[src/rtl/note_duration_sequencer.sv]
// Purpose : steps through the score ROM, holding each pitch for dur x tick period, with a silent gap after each note.
// Latency : FETCH + LOAD (2 cycles) before a note sounds; each note occupies 2 + dur*TICK_DIV + GAP_TICKS*TICK_DIV + 1 cycles.
// Backpressure : none; the ROM is always ready, and stop aborts playback to IDLE on the next edge.
//
// Ports
//   clk          system clock
//   rst_n        synchronous, active-low reset
//   start        begins playback from address 0 when idle (level or pulse)
//   stop         aborts playback; wins over start
//   dur_units    beat-unit count of the current score word (0 is played as 1)
//   pitch_in     pitch field of the current score word (END_CODE ends the song)
//   score_addr   score ROM address (ROM has one cycle of read latency)
//   pitch_out    held pitch code, 0 = rest
//   note_active  high while a note sounds
//   busy         high in every state except IDLE
//   done         one-cycle pulse at end of song
//
// Optional feature macro: LOOP_PLAY_EN
//   defined   : end of song pulses done, rewinds to address 0 and keeps playing until stop/reset
//   undefined : end of song returns to IDLE
//
// Parameter constraints: TICK_DIV >= 2, SONG_LEN <= 2**ADDR_W.

module note_duration_sequencer #(
   parameter int unsigned TICK_DIV  = 781250,
   parameter int unsigned GAP_TICKS = 2,
   parameter int unsigned ADDR_W    = 6,
   parameter int unsigned SONG_LEN  = 48,
   parameter logic [4:0]  END_CODE  = 5'h1F
) (
   input  logic              clk,
   input  logic              rst_n,
   input  logic              start,
   input  logic              stop,
   input  logic [5:0]        dur_units,
   input  logic [4:0]        pitch_in,
   output logic [ADDR_W-1:0] score_addr,
   output logic [4:0]        pitch_out,
   output logic              note_active,
   output logic              busy,
   output logic              done
);

   // Prescaler is just wide enough for 0..TICK_DIV-1.
   localparam int unsigned PRESC_W = (TICK_DIV > 1) ? $clog2(TICK_DIV) : 1;

   // The beat counter is reused for the gap, so it must hold both a 6-bit
   // duration and GAP_TICKS.
   localparam int unsigned GAP_W  = $clog2(GAP_TICKS + 1);
   localparam int unsigned BEAT_W = (GAP_W > 6) ? GAP_W : 6;

   localparam logic [PRESC_W-1:0] PRESC_LAST = PRESC_W'(TICK_DIV - 1);
   localparam logic [BEAT_W-1:0]  GAP_LOAD   = BEAT_W'(GAP_TICKS);
   localparam logic [ADDR_W-1:0]  LAST_ADDR  = ADDR_W'(SONG_LEN - 1);
   localparam bit                 HAS_GAP    = (GAP_TICKS > 0);

   typedef enum logic [2:0] {
      S_IDLE,
      S_FETCH,
      S_LOAD,
      S_PLAY,
      S_GAP,
      S_ADVANCE
   } state_t;

   state_t              state_q;
   logic [ADDR_W-1:0]   addr_q;
   logic [PRESC_W-1:0]  presc_q;
   logic [BEAT_W-1:0]   beat_q;
   logic [4:0]          pitch_q;
   logic                active_q;
   logic                busy_q;
   logic                done_q;

   logic                tick;
   logic                last_beat;
   logic                at_last;
   logic                load_end;
   logic [PRESC_W-1:0]  presc_d;
   logic [BEAT_W-1:0]   beat_d;
   logic [BEAT_W-1:0]   dur_load;

   // Shared timing for PLAY and GAP: the prescaler wraps once per beat unit,
   // and the wrap that takes beat_q from 1 to 0 is the last cycle of the state.
   always_comb begin
      tick      = (presc_q == PRESC_LAST);
      presc_d   = tick ? '0 : presc_q + PRESC_W'(1);
      beat_d    = tick ? beat_q - BEAT_W'(1) : beat_q;
      last_beat = tick && (beat_q == BEAT_W'(1));
      at_last   = (addr_q == LAST_ADDR);
      // A zero duration would underflow the counter, so it is played as one unit.
      dur_load  = (dur_units == 6'd0) ? BEAT_W'(1) : BEAT_W'(dur_units);
      // The end code is only visible in LOAD (ROM data arrives that cycle),
      // so this part of done is decoded rather than registered.
      load_end  = (state_q == S_LOAD) && (pitch_in == END_CODE);
   end

   always_ff @(posedge clk) begin
      if (!rst_n || (stop && (state_q != S_IDLE))) begin
         // Reset and stop share one path: stop leaves everything exactly as reset does.
         state_q  <= S_IDLE;
         addr_q   <= '0;
         presc_q  <= '0;
         beat_q   <= '0;
         pitch_q  <= '0;
         active_q <= 1'b0;
         busy_q   <= 1'b0;
         done_q   <= 1'b0;
      end else begin
         done_q <= 1'b0;
         case (state_q)
            S_IDLE: begin
               addr_q <= '0;
               if (start && !stop) begin
                  state_q <= S_FETCH;
                  busy_q  <= 1'b1;
               end
            end

            // Address has been on the ROM since entry; data lands at the end of this cycle.
            S_FETCH: begin
               state_q <= S_LOAD;
            end

            S_LOAD: begin
               if (pitch_in == END_CODE) begin
                  addr_q <= '0;
`ifdef LOOP_PLAY_EN
                  state_q <= S_FETCH;
`else
                  state_q <= S_IDLE;
                  busy_q  <= 1'b0;
`endif
               end else begin
                  beat_q   <= dur_load;
                  presc_q  <= '0;
                  pitch_q  <= pitch_in;
                  active_q <= 1'b1;
                  state_q  <= S_PLAY;
               end
            end

            S_PLAY: begin
               presc_q <= presc_d;
               beat_q  <= beat_d;
               if (last_beat) begin
                  pitch_q  <= '0;
                  active_q <= 1'b0;
                  if (HAS_GAP) begin
                     // presc_d is already 0 on the wrapping cycle.
                     beat_q  <= GAP_LOAD;
                     state_q <= S_GAP;
                  end else begin
                     state_q <= S_ADVANCE;
                     done_q  <= at_last;
                  end
               end
            end

            S_GAP: begin
               presc_q <= presc_d;
               beat_q  <= beat_d;
               if (last_beat) begin
                  state_q <= S_ADVANCE;
                  done_q  <= at_last;
               end
            end

            S_ADVANCE: begin
               if (at_last) begin
                  addr_q <= '0;
`ifdef LOOP_PLAY_EN
                  state_q <= S_FETCH;
`else
                  state_q <= S_IDLE;
                  busy_q  <= 1'b0;
`endif
               end else begin
                  addr_q  <= addr_q + ADDR_W'(1);
                  state_q <= S_FETCH;
               end
            end

            default: begin
               state_q <= S_IDLE;
               busy_q  <= 1'b0;
            end
         endcase
      end
   end

   assign score_addr  = addr_q;
   assign pitch_out   = pitch_q;
   assign note_active = active_q;
   assign busy        = busy_q;
   // done_q is raised on entry to the final ADVANCE; a stop in that cycle cancels the pulse.
   assign done        = (done_q | load_end) & ~stop;

endmodule

[config.mk]
export PLATFORM = sky130hd
export DESIGN_NAME = note_duration_sequencer
export DESIGN_NICKNAME = d
export VERILOG_FILES = /design/src/rtl/note_duration_sequencer.sv
export SDC_FILE = /design/constraint.sdc
export NUM_CORES = 1
export LEC_CHECK = 0
export CORE_ASPECT_RATIO = 0.5
export CORE_MARGIN = 2
export CORE_UTILIZATION = 38
export DETAILED_ROUTE_END_ITERATION = 8
export PLACE_DENSITY = 0.69
export SLEW_MARGIN = 20
export SYNTH_ARGS = -nofsm -noshare
export SYNTH_HDL_FRONTEND = slang
export SYNTH_SLANG_ARGS = --single-unit
export TNS_END_PERCENT = 100
[constraint.sdc]
create_clock -name clk -period 5.4 [get_ports clk]
set_input_delay 1.35 -clock clk [delete_from_list [all_inputs] [get_ports clk]]
set_output_delay 1.35 -clock clk [all_outputs]
set_load 0.005 [all_outputs]
==> summary.md <==
| Metric | Value |
|---|---|
| Status | `complete, no violations` |
| Die extent in y | `~60 um` |
| Worst VDD drop | `approximately 140 uV` |
| GRT Util Overall | `roughly 18%` |
| Post-synth EDFFs | `0` |
| Worst Path Arrival | `~3.1 ns` |
| CTS tree | `built` |
| Critical path class | `in2out` |
| Global-route wire length before repair | `9920 um` |
| Clock share of power | `between 30% and 40%` |
| Final Slew Violations | `0` |
| Syn avg cell area | `between 8 and 9 um2` |
| Setup tns final | `0 ns` |
| Worst-margin pin slew | `about 1 ns` |
| PnR worst setup slack | `between 0.9 and 1 ns` |
| Unrepaired setup endpoints after global routing | `false` |
| Die width | `about 120 um` |
| Pre-antenna DRT Iters | `4` |
| Cells after synthesis | `296` |
| Critical Path Sink Type | `output pin` |
| Fin. Hold Viols | `0` |
| Prevailing post-synth register cell | `dfxtp_1` |
| Final worst path period need | `between 4 and 5 ns` |
| Drt total wl | `around 6100 um` |
| Average routed wire per standard cell | `14.9 um` |
| Depth of the CTS H-tree | `2` |
| Layout cells sized above 1 | `~5.6%` |
| FFs w/ async S/R, synth | `0%` |
| Ant. Diodes | `0` |
| Final non-filler cell total | `just over 400` |
| Sequential-to-total area share from yosys stat | `a little over a third` |
| Final Setup Violations | `0` |
| FP Rows | `20` |
| FILL cells | `roughly 600` |
| Mapped Area | `around 2400 um2` |
| Max_cap viols | `0` |
| Switching pwr | `approximately 0.00017 W` |
| Int Power | `between 0.0005 and 0.0006 W` |
| Switch share | `between 20 and 25%` |
| Area Overhead vs Synth | `19.9%` |
| Grt total ovfl | `0` |
| Drt first-iter violations | `about 200` |
| Clk_lat worst skew | `0.28 ns` |
| Synth area leader | `dfxtp_1` |
| Post-Place Setup Slack | `1.00 ns` |
| Vias | `2351` |
| Crit path max-delay cell type | `clkdlybuf4s50_1` |
| WP buf/inv | `2` |
| Final period util | `81.8%` |
| Sequential power share | `between 40% and 50%` |
| Overall Power | `roughly 0.0007 W` |
| Max clock buf depth | `2` |
| Placed Cells | `402` |
| Drt drc | `0` |
| Footprint of the multi-input gates | `~1400 um2` |
| Die ar. | `around 7000 um2` |
| Hpwl dp | `about 4300 um` |
| Initial Util | `approximately two fifths` |
| Via/cell ratio | `around 5.8` |
| CTS Buf Count | `5` |
| # hold bufs at CTS | `0` |
| PwrDens | `roughly 240 nW/um2` |
| Largest net degree at the start of global routing | `20` |
| Yosys top cell area share | `between 30% and 40%` |
| Synth warn | `0` |
| Post-DRT Antenna Nets | `0` |
| Final core occ | `around 47%` |
| FF+latch count, synth | `43` |
| Setup crit start kind | `primary input` |
| Post-CTS setup buffers | `0` |
| Worst hold-check path type | `reg2reg` |
| Clock-pin slew of the registers on the worst-case setup and hold paths | `roughly 0.05 ns` |
| CP max FO | `5` |
| Achievable Freq | `about 0.23 GHz` |
| CTS root buffer | `clkbuf_16` |
| WP data required | `just over 4 ns` |
| Post-synth cell types | `between 50 and 60` |
| Largest cells by area after synthesis | `dfxtp_1 (36%), a21oi_1 (5.6%), o21ai_0 (5.0%)` |
| Synthesized Nets | `between 300 and 400` |
| Family with the most delay on the worst path | `buffers and inverters` |
| CTS sink cnt | `43` |
| Vias in the first global route | `~2100` |
| Post_cts resized | `0` |
| GP Congestion | `around 0.87` |
| Worst path max stage delay | `between 0.5 and 0.6 ns` |
| Clock Skew | `between 0.002 and 0.0025 ns` |
| Pleak | `~0.9 nW` |
| Port Buffers | `28` |
| CORE AREA | `between 6000 and 7000 um2` |
| Max-slew headroom | `33.8%` |
| Nets | `341` |
| FF+latch area | `861 um2` |
| CP cell instances | `clkdlybuf4s50_1 -> nand4_1 -> nor3_1 -> a21oi_1 -> nor2_1 -> clkdlybuf4s50_1` |
| Initial antenna violation count | `0` |
| Num ports | `29` |
| Combinational share of power | `between 10% and 20%` |
| Most numerous cell on the critical path | `clkdlybuf4s50_1` |
==> tightest hold or removal path: cells and delay by family (launching register included) <==
kind,cells,cell delay (ns)
AO/OA/AOI/OAI,1,0.06
AND/OR/NAND/NOR,1,0.06
flip-flops,1,0.31
==> power by group through the flow <==
stage                     Sequential [W]  Clock, W  Combinational [W]
after floorplan                 0.000340         0          0.0000546
after global placement          0.000344         0          0.0000877
after detailed placement        0.000344         0          0.0000888
after CTS                       0.000338  0.000281          0.0000893
after global routing            0.000340  0.000295          0.0000991
final                           0.000338  0.000277          0.0000904
==> layer usage <==
| metal | wire length, um | global-route usage [%] | up-vias | part of all wire (%) |
|---|---|---|---|---|
| met1 | 2950 | 23.8 | 1118 | 49 |
| met3 | 286 | 4.26 | 7 | 4.7 |
| met5 | 0 | 0 | - | 0 |
| li1 | - | - | 1162 | - |
| met4 | 72 | 7.48 | 0 | 1.2 |
| met2 | 2770 | 29.4 | 64 | 46 |
==> logic make-up after synthesis <==
| logic type | synth area share [%] |
|---|---|
| flops | 35.8 |
| buf+inv | 4.68 |
| xor+xnor | 4.37 |
| compound gates | 26.2 |
| simple gates | 26.3 |
| fa+ha+maj | 2.60 |
==> layout by cell type (no fill, tap or decap), drive strengths merged, types with 3 or more instances in the layout <==
cell	Yosys	layout
nand2b	4	4
o31a	3	3
o21ai	25	25
o211ai	3	3
a21oi	27	27
nand3	14	14
ha	5	5
dfxtp	43	43
o2111ai	3	3
a22oi	5	5
or4	5	5
xor2	8	8
nor2	28	28
nor2b	4	4
a22o	5	5
nand2	14	14
inv	9	9
clkbuf	9	6
and3	3	3
or3	9	9
and4	3	3
nor3	8	8
nor4	6	6
clkdlybuf4s50	0	28
xnor2	4	4
o31ai	3	3
buf	5	4
nand4	7	7
a31oi	4	4
and2	3	3
==> stage by stage <==
step,instance area (um2),hold WS (ns)
after global routing,2880,0.502
after floorplan,2400,0.454
final,2880,0.469
after detailed placement,2760,0.466
after global placement,2760,0.458
after CTS,2880,0.474
==> sequential cells by signal, indices dropped and copies added (netlist names) <==
signal,cells
busy,1
note_active,1
beat_q,6
score_addr,6
done_q,1
presc_q,20
state_q,3
pitch_out,5
==> path summary, 6_finish.rpt <==
path | startpoint | endpoint | slack, ns | cells past startpoint
min reg2reg | busy | busy | 0.47 | 2
min | busy | busy | 0.47 | 2
max reg2reg | presc_q[3] | presc_q[13] | 2.36 | 6
max | pitch_in[2] | done | 0.99 | 6
==> synthesized netlist by cell type, types with 3 or more instances <==
cell type,count
nor4_1,6
nand4_1,7
nor3_1,8
clkbuf_1,9
ha_1,5
a22oi_1,5
a31oi_1,3
o211ai_1,3
o2111ai_1,3
nor2_1,28
or3_1,9
o31ai_1,3
inv_1,9
or4_1,4
xor2_1,8
nor2b_1,4
buf_2,3
dfxtp_1,43
nand3_1,14
o21ai_0,24
a22o_1,5
and4_1,3
xnor2_1,4
nand2b_1,4
and2_1,3
a21oi_1,27
nand2_1,14
==> cell type report <==
class / count / share of cell area (%)
Inverter: 10 / 1.30
Sequential cell: 43 / 29.8
Timing Repair Buffer: 32 / 10.8
Tap cell: 88 / 3.82
Clock buffer: 6 / 4.47
Multi-Input combinational cell: 229 / 49.8
Power figures use the tool's default switching activity.
